[src/rtl/ksa_pkg.sv]
// Shared constants, state codes and helpers for the RC4 key-scheduling loop.
package ksa_pkg;

    localparam int         N_BYTES     = 256;
    localparam int         KEY_BYTES   = 3;
    localparam logic [7:0] LAST_I      = 8'(N_BYTES - 1);
    localparam int         ITER_CYCLES = 9;

    typedef logic [3:0] ksa_state_t;

    localparam ksa_state_t ST_IDLE    = 4'd0;
    localparam ksa_state_t ST_READ_I  = 4'd1;
    localparam ksa_state_t ST_WAIT_I  = 4'd2;
    localparam ksa_state_t ST_LATCH_I = 4'd3;
    localparam ksa_state_t ST_READ_J  = 4'd4;
    localparam ksa_state_t ST_WAIT_J  = 4'd5;
    localparam ksa_state_t ST_LATCH_J = 4'd6;
    localparam ksa_state_t ST_WRITE_I = 4'd7;
    localparam ksa_state_t ST_WRITE_J = 4'd8;
    localparam ksa_state_t ST_DONE    = 4'd9;

    function automatic logic [1:0] next_kidx(input logic [1:0] k);
        return (k == 2'(KEY_BYTES - 1)) ? 2'd0 : k + 2'd1;
    endfunction

endpackage

[src/rtl/ksa_key_sel.sv]
// Selects key byte kidx from the 24-bit secret key; byte 0 is the MSB.
module ksa_key_sel
    import ksa_pkg::*;
(
    input  logic [23:0] secret_key,
    input  logic [1:0]  kidx,
    output logic [7:0]  key_byte
);

    always_comb begin
        key_byte = secret_key[7:0];
        case (kidx)
            2'd0:    key_byte = secret_key[23:16];
            2'd1:    key_byte = secret_key[15:8];
            default: key_byte = secret_key[7:0];
        endcase
    end

endmodule

[src/rtl/ksa_loop.sv]
// RC4 key-scheduling (second loop) engine driving a single-port S memory.
// Optional KSA_SAME_SKIP_EN: skip the j-read and both writes when new j == i.
//
// state    | meaning
// IDLE     | waiting for start
// READ_I   | address = i
// WAIT_I   | memory read latency
// LATCH_I  | capture s[i], update j
// READ_J   | two cycles: load address from the j register, then present it
// WAIT_J   | memory read latency
// LATCH_J  | capture s[j] into the write-data register
// WRITE_I  | s[i] <= s[j]
// WRITE_J  | s[j] <= s[i], then advance i or finish
// DONE     | done high until start drops
module ksa_loop
    import ksa_pkg::*;
(
    input  logic        clok,
    input  logic        rst_n,
    input  logic        start,
    input  logic [23:0] secret_key,
    output logic [7:0]  address,
    output logic [7:0]  data,
    output logic        wren,
    input  logic [7:0]  q,
    output logic        busy,
    output logic        done
);

    ksa_state_t  state;
    logic [7:0]  i;
    logic [7:0]  j;
    logic [1:0]  kidx;
    logic [7:0]  si;
    logic        rdj_armed;
    logic [7:0]  key_byte;
    logic [7:0]  j_sum;

    ksa_key_sel u_key_sel (
        .secret_key (secret_key),
        .kidx       (kidx),
        .key_byte   (key_byte)
    );

    assign j_sum = j + q + key_byte;

    always_ff @(posedge clok or negedge rst_n) begin
        if (!rst_n) begin
            state     <= ST_IDLE;
            i         <= '0;
            j         <= '0;
            kidx      <= '0;
            si        <= '0;
            rdj_armed <= 1'b0;
            address   <= '0;
            data      <= '0;
            wren      <= 1'b0;
            busy      <= 1'b0;
            done      <= 1'b0;
        end else begin
            case (state)
                ST_IDLE: begin
                    if (start) begin
                        i       <= '0;
                        j       <= '0;
                        kidx    <= '0;
                        address <= '0;
                        busy    <= 1'b1;
                        state   <= ST_READ_I;
                    end
                end
                ST_READ_I: state <= ST_WAIT_I;
                ST_WAIT_I: state <= ST_LATCH_I;
                ST_LATCH_I: begin
                    si        <= q;
                    j         <= j_sum;
                    rdj_armed <= 1'b0;
`ifdef KSA_SAME_SKIP_EN
                    if (j_sum == i) begin
                        if (i == LAST_I) begin
                            busy  <= 1'b0;
                            done  <= 1'b1;
                            state <= ST_DONE;
                        end else begin
                            i       <= i + 8'd1;
                            kidx    <= next_kidx(kidx);
                            address <= i + 8'd1;
                            state   <= ST_READ_I;
                        end
                    end else begin
                        state <= ST_READ_J;
                    end
`else
                    state <= ST_READ_J;
`endif
                end
                // j is loaded from its register, keeping the 3-input add off the address flop
                ST_READ_J: begin
                    if (!rdj_armed) begin
                        rdj_armed <= 1'b1;
                        address   <= j;
                    end else begin
                        state <= ST_WAIT_J;
                    end
                end
                ST_WAIT_J: state <= ST_LATCH_J;
                ST_LATCH_J: begin
                    data    <= q;
                    address <= i;
                    wren    <= 1'b1;
                    state   <= ST_WRITE_I;
                end
                ST_WRITE_I: begin
                    data    <= si;
                    address <= j;
                    state   <= ST_WRITE_J;
                end
                ST_WRITE_J: begin
                    wren <= 1'b0;
                    if (i == LAST_I) begin
                        busy  <= 1'b0;
                        done  <= 1'b1;
                        state <= ST_DONE;
                    end else begin
                        i       <= i + 8'd1;
                        kidx    <= next_kidx(kidx);
                        address <= i + 8'd1;
                        state   <= ST_READ_I;
                    end
                end
                ST_DONE: begin
                    wren <= 1'b0;
                    if (!start) begin
                        done  <= 1'b0;
                        state <= ST_IDLE;
                    end
                end
                default: state <= ST_IDLE;
            endcase
        end
    end

endmodule

[config.mk]
export PLATFORM = sky130hd
export DESIGN_NAME = ksa_loop
export DESIGN_NICKNAME = d
export VERILOG_FILES = /design/src/rtl/ksa_pkg.sv /design/src/rtl/ksa_key_sel.sv /design/src/rtl/ksa_loop.sv
export SDC_FILE = /design/constraint.sdc
export NUM_CORES = 1
export LEC_CHECK = 0
export BUFFER_PORTS_ARGS = -buffer_cell sky130_fd_sc_hd__buf_4
export CAP_MARGIN = 20
export CORE_ASPECT_RATIO = 1.2
export CORE_MARGIN = 2
export CORE_UTILIZATION = 24
export CTS_CLUSTER_SIZE = 16
export DETAILED_ROUTE_END_ITERATION = 10
export GPL_ROUTABILITY_DRIVEN = 1
export GPL_TIMING_DRIVEN = 0
export PLACE_DENSITY = 0.44
export SYNTH_ARGS = -nofsm -noshare
export SYNTH_HDL_FRONTEND = slang
export SYNTH_SLANG_ARGS = --single-unit
export TNS_END_PERCENT = 5
[constraint.sdc]
create_clock -name clok -period 4.9 [get_ports clok]
set_input_delay 0.245 -clock clok [delete_from_list [all_inputs] [get_ports clok]]
set_output_delay 0.245 -clock clok [all_outputs]
set_load 0.01 [all_outputs]
==> impl_metrics.env, run 1 <==
export IMPL_worstSetupEndpoint="j[7]"
export IMPL_cts_resized_gates=0
export IMPL_relSlewSlack_pct=54.84
export IMPL_yosys_warnings=0
export IMPL_dp_hpwl_mm=6.250
export IMPL_finalClockSkew_ns=0.005674
export IMPL_crit_chain="clkbuf_1 > clkbuf_1 > nand2_1 > o21ai_0 > fa_1 > ha_1 > inv_1 > fa_1 > nand2b_1 > a21oi_1 > o22ai_1 > xnor2_1 > o21ai_0"
export IMPL_grt_pass1_vias=2556
export IMPL_end_kind="register"
export IMPL_r2r_start="kidx[1]"
export IMPL_layout_commonest_cell="buf_4"
export IMPL_period_minus_slack_ns=3.149
export IMPL_via_per_inst=4.598
export IMPL_cap_violations=0
export IMPL_place_area_um2=3651
export IMPL_crit_arrival_ns=3.33
export IMPL_overflow=0
export IMPL_firstDrtPassIters=4
export IMPL_synth_area_per_cell_um2=10.06
export IMPL_postCtsSetupBuffers=0
export IMPL_place_congestion=0.7730
export IMPL_num_vias=2428
export IMPL_crit_type="reg -> reg"
export IMPL_required_ns=5.08
export IMPL_finalHoldViolCount=21
export IMPL_drt_iter0_drc=66
export IMPL_dieWidth_um=106.9
export IMPL_cts_made_buffers=5
export IMPL_regToRegSetupSlack_ns=1.75
export IMPL_detail_route_wl_per_cell_um=15.41
export IMPL_drt_wl_total_mm=8.139
export IMPL_hold_class="in -> async"
export IMPL_worstRegToRegCells=13
export IMPL_most_common_layout_cells="buf_4, dfrtp_1, nand2_1, o21ai_0, nor2_1"
export IMPL_crit_family="adder cells"
export IMPL_power_total_uw=2520
export IMPL_fillers=1318
export IMPL_cts_root_buf="clkbuf_16"
export IMPL_grt_setup_unrepaired="no"
export IMPL_grt_first_pass_wirelength_mm=13.54
export IMPL_worstSkewPairLatency_ns=0.30
export IMPL_crit_start="kidx[1]"
export IMPL_synthDistinctLibCells=50
export IMPL_critPathSlowestCell="fa_1"
export IMPL_antenna_found_initial=0
export IMPL_die_h_um=127.5
export IMPL_worst_pin_slew_ns=0.6774
export IMPL_pin_count=54
export IMPL_hold_ws_ns=-0.01621
export IMPL_cpPeakStageDelay_ns=0.51
export IMPL_setup_viol=0
export IMPL_worstReg2RegEnd="j[7]"
export IMPL_clock_sinks=50
export IMPL_die_area_um2=13620
export IMPL_hold_buffers=0
export IMPL_fmax_ghz=0.3175
export IMPL_cp_num_cells=13
export IMPL_synth_edff_count=0
export IMPL_ant_nets=0
export IMPL_fp_coreArea_um2=12500
export IMPL_synth_nets=353
export IMPL_syn_inst=303
export IMPL_final_area_um2=3850
export IMPL_htreeDepth=2
export IMPL_start_util_pct=24.38
export IMPL_rows=45
export IMPL_port_buffers=53
export IMPL_ys_seq_area_share_pct=41.05
export IMPL_clkTransAtPathRegs_ns=0.07
export IMPL_final_net_count=413
export IMPL_report_final_slew_viol_count=0
export IMPL_final_period_utilization_pct=64.27
export IMPL_critPathLaunchType="register"
export IMPL_cts_tree="built"
export IMPL_grt_max_degree=51
export IMPL_syn_area_um2=3048
export IMPL_grtUsageTotal_pct=12.83
export IMPL_diodes=0
export IMPL_ys_ff_latch=50
export IMPL_ir_drop_uv=182.8
export IMPL_status="complete, but fails checks"
export IMPL_p_per_area_nw_per_um2=654.7
export IMPL_finalSetupTns_ns=0
export IMPL_drive_above_1_share_pct=26.10
export IMPL_cp_max_fo=10
export IMPL_p_leak_uw=0.001748
export IMPL_areaGrowthSynthToFinish_pct=26.31
export IMPL_synth_main_ff_cell="dfrtp_1"
export IMPL_drc_errors=0
export IMPL_synthArstFlopShare_pct=100.0
export IMPL_critPathBufInv=3
export IMPL_violations="hold timing"
export IMPL_ctsLongestPathBuffers=2
## power breakdown
part	total (µW)	switching, µW	internal [µW]
clock	469	162	307
combinational	1350	730	624
sequential	698	124	574
total	2520	1020	1500
## registers in the layout (all words and copies together) (netlist names)
signal and flops:
si 8, done 1, busy 1, address 8, i 8, j 8, kidx 2, state 4
wren 1, rdj_armed 1, data 8
## layer usage
metal | track usage, % | routed length (µm) | vias to the layer above | part of all wire [%]
li1 | - | - | 1191 | -
met5 | 0 | 0 | - | 0
met3 | 1.939 | 263 | 10 | 3.2
met4 | 4.202 | 136 | 0 | 1.7
met2 | 22.97 | 4195 | 46 | 52
met1 | 15.71 | 3543 | 1181 | 44
## cells by family after synthesis
kind of cell / count (synthesis) / synth area share (%)
AO/OA/AOI/OAI: 79 / 17.94
XOR/XNOR: 10 / 2.873
adder cells (fa/ha/maj): 15 / 8.128
buffers and inverters: 21 / 3.817
flip-flops: 50 / 41.05
multiplexers: 27 / 9.277
AND/OR/NAND/NOR: 101 / 16.91
## Yosys cell counts, types with 6 or more instances
cell	n	area (µm²)
xnor2_1	6	52.55
and3_1	6	37.54
dfrtp_1	50	1251
a21oi_1	9	45.04
mux2_2	7	78.83
nand2b_1	7	43.79
fa_1	8	160.2
inv_1	6	22.52
buf_2	6	30.03
nand2_1	39	146.4
mux2i_1	17	170.2
o21ai_0	27	135.1
o21ai_1	8	40.04
a22o_1	8	70.07
ha_1	7	87.58
nor2_1	22	82.58
## metrics by stage
step,instances,util (%),setup slack [ns]
floorplan,303,-,2.229
global placement,520,29.21,1.736
detailed placement,520,29.21,1.707
CTS,528,30.80,1.681
global route,528,30.80,1.425
finish,528,30.80,1.751
## worst min path at each step
stage | start | endpoint
after floorplan | rst_n | address[0]
after global placement | rst_n | wren
after detailed placement | rst_n | busy
after CTS | rst_n | data[4]
after global routing | rst_n | data[7]
final | rst_n | state[3]
## final cells by class
| cell class | count | area [µm²] | area share, % |
|---|---|---|---|
| Buffer | 14 | 90.09 | 2.340 |
| Clock buffer | 6 | 138.9 | 3.607 |
| Clock inverter | 2 | 60.06 | 1.560 |
| Inverter | 7 | 26.28 | 0.6825 |
| Multi-Input combinational cell | 232 | 1680 | 43.65 |
| Sequential cell | 50 | 1251 | 32.50 |
| Tap cell | 164 | 205.2 | 5.330 |
| Timing Repair Buffer | 53 | 397.9 | 10.33 |
No activity file was read; power rests on OpenSTA's default activity.
==> run 2, diff against run 1 <==
--- a/config.mk
+++ b/config.mk
@@ -5,6 +5,7 @@
 export SDC_FILE = /design/constraint.sdc
 export NUM_CORES = 1
 export LEC_CHECK = 0
+export ABC_AREA = 1
 export BUFFER_PORTS_ARGS = -buffer_cell sky130_fd_sc_hd__buf_4
 export CAP_MARGIN = 20
 export CORE_ASPECT_RATIO = 1.2
==> constraint.sdc (replaced) <==
create_clock -name clok -period 3 [get_ports clok]
set_input_delay 0.15 -clock clok [delete_from_list [all_inputs] [get_ports clok]]
set_output_delay 0.15 -clock clok [all_outputs]
set_load 0.01 [all_outputs]
==> run 2 against run 1 <==
Effect of this change:
- the flow now finishes without violations
- first-iteration DRC count grew 42%
- synthesized area shrank 3.1%
- combinational power grew 30%
- via count grew 8.7%
- sequential power grew 75%
- maximum frequency grew 19%
- critical endpoint unchanged
==> impl_metrics.env, run 2 <==
export IMPL_grt_setup_unrepaired="no"
export IMPL_ys_seq_area_share_pct=42.37
export IMPL_grt_pass1_vias=2656
export IMPL_power_total_uw=3626
export IMPL_crit_arrival_ns=2.84
export IMPL_cap_violations=0
export IMPL_period_minus_slack_ns=2.653
export IMPL_yosys_warnings=0
export IMPL_grt_first_pass_wirelength_mm=13.26
export IMPL_crit_type="reg -> reg"
export IMPL_synth_common_cells="nand2_1, dfrtp_1, nand3_1, inv_1, nor2_1"
export IMPL_worstSkewPairLatency_ns=0.30
export IMPL_via_per_inst=4.355
export IMPL_critPathLaunchType="register"
export IMPL_cp_max_fo=10
export IMPL_die_h_um=125.5
export IMPL_port_buffers=53
export IMPL_die_area_um2=13210
export IMPL_yosys_top_cells_area="dfrtp_1, nand2_1, nand3_1, fa_1, inv_1"
export IMPL_postCtsSetupBuffers=0
export IMPL_layout_commonest_cell="nand2_1"
export IMPL_synth_edff_count=0
export IMPL_antenna_found_initial=0
export IMPL_clkTransAtPathRegs_ns=0.07
export IMPL_htreeDepth=2
export IMPL_place_congestion=0.7697
export IMPL_hold_class="in -> reg"
export IMPL_fmax_ghz=0.3769
export IMPL_synth_top_area_share_pct=42.37
export IMPL_drive_above_1_share_pct=19.55
export IMPL_worstSetupEndpoint="j[7]"
export IMPL_diodes=0
export IMPL_dp_hpwl_mm=6.033
export IMPL_syn_inst=383
export IMPL_most_common_layout_cells="nand2_1, buf_4, dfrtp_1, nand3_1, inv_1"
export IMPL_dieWidth_um=105.3
export IMPL_final_period_utilization_pct=88.44
export IMPL_ys_ff_latch=50
export IMPL_p_leak_uw=0.001912
export IMPL_setup_viol=0
export IMPL_finalHoldViolCount=0
export IMPL_ir_drop_uv=276.7
export IMPL_synth_area_per_cell_um2=7.710
export IMPL_status="finished, final reports clean"
export IMPL_worstReg2RegEnd="j[7]"
export IMPL_synth_nets=433
export IMPL_ctsLongestPathBuffers=2
export IMPL_overflow=0
export IMPL_fp_coreArea_um2=12060
export IMPL_end_kind="register"
export IMPL_cts_made_buffers=5
export IMPL_yosys_area_top_type="dfrtp_1"
export IMPL_relSlewSlack_pct=55.89
export IMPL_start_util_pct=24.49
export IMPL_drt_iter0_drc=94
export IMPL_firstDrtPassIters=6
export IMPL_drc_errors=0
export IMPL_rows=44
export IMPL_pin_count=54
export IMPL_grtUsageTotal_pct=12.70
export IMPL_cts_root_buf="clkbuf_16"
export IMPL_crit_start="kidx[1]"
export IMPL_worst_pin_slew_ns=0.6617
export IMPL_drt_wl_total_mm=7.822
export IMPL_worstRegToRegCells=15
export IMPL_fillers=1340
export IMPL_clock_sinks=50
export IMPL_p_per_area_nw_per_um2=972.3
export IMPL_num_vias=2639
export IMPL_cts_tree="built"
export IMPL_finalSetupTns_ns=0
export IMPL_grt_max_degree=51
export IMPL_ant_nets=0
export IMPL_hold_ws_ns=0.1447
export IMPL_finalClockSkew_ns=0.007292
export IMPL_regToRegSetupSlack_ns=0.35
export IMPL_synthArstFlopShare_pct=100.0
export IMPL_synth_main_ff_cell="dfrtp_1"
export IMPL_final_net_count=494
export IMPL_yosysMostFrequentCell="nand2_1"
export IMPL_detail_route_wl_per_cell_um=12.91
export IMPL_syn_area_um2=2953
export IMPL_r2r_start="kidx[1]"
export IMPL_areaGrowthSynthToFinish_pct=26.31
export IMPL_required_ns=3.19
export IMPL_report_final_slew_viol_count=0
export IMPL_synthDistinctLibCells=30
-- run 2: area by class of cell --
cell class	instances	area [µm²]	area share, %
multi-input combinational	281	1486	39.85
sequential	50	1251	33.55
timing repair buffer	54	407.9	10.94
tap	161	201.4	5.401
inverter	44	165.2	4.428
clock buffer	5	125.1	3.355
buffer	8	52.55	1.409
clock inverter	3	40.04	1.073
-- run 2: what timing repair did --
item | CTS | global route
endpoints found under the setup margin | 0 | 4
hold buffers | 1 | 0
resized for setup | 0 | 1
hold endpoints to repair | 50 | 0
-- run 2: critical path, cell delays in order, from the launching register on --
cell	delay (ns)
dfrtp_1	0.35
buf_2	0.19
nor2_2	0.35
nand2_1	0.09
nand3_1	0.13
fa_1	0.43
ha_1	0.24
inv_1	0.09
fa_1	0.25
inv_1	0.06
nand2_1	0.06
nand3_1	0.08
inv_1	0.06
nand2_1	0.05
nand3_1	0.06
nand2_1	0.05
-- run 2: routing by layer --
| metal | GRT usage [%] | up-vias | share of wire, % |
|---|---|---|---|
| met5 | 0 | - | 0 |
| met1 | 15.48 | 1233 | 45 |
| met2 | 22.50 | 37 | 51 |
| met3 | 2.138 | 9 | 2.6 |
| li1 | - | 1360 | - |
| met4 | 4.314 | 0 | 1.6 |
-- run 2: report_power, final --
group / internal (µW) / switching, µW / leakage, µW / total [µW]
Sequential: 969 / 246 / 0.000630 / 1220
Clock: 391 / 256 / 0.0000836 / 647
Combinational: 703 / 1060 / 0.00120 / 1760
-- run 2: how the worst min path moves through the flow --
stage,from,endpoint,slack (ns),cells after the start
floorplan,rst_n,address[0],-0.15,0
finish,start,state[3],0.14,3
global route,start,state[3],0.18,3
detailed placement,rst_n,data[2],0.24,1
CTS,start,state[3],0.14,3
global placement,rst_n,data[4],0.24,1
-- run 2: logic make-up after synthesis --
group	count (synthesis)	synth area share, %
flip-flops	50	42.37
XOR/XNOR	1	0.2967
AO/OA/AOI/OAI	51	10.38
buffers and inverters	52	7.373
AND/OR/NAND/NOR	214	31.19
adder cells (fa/ha/maj)	15	8.390
-- run 2: per-stage QoR --
| step | worst slack [ns] | util [%] | instance area [µm²] | std cells |
|---|---|---|---|---|
| finish | 0.3469 | 30.94 | 3730 | 606 |
| CTS | 0.1193 | 30.92 | 3727 | 606 |
| detailed placement | 0.1405 | 29.46 | 3552 | 597 |
| global route | 0.09965 | 30.94 | 3730 | 606 |
| global placement | 0.1533 | 29.46 | 3552 | 597 |
| floorplan | 0.6276 | - | 2953 | 383 |
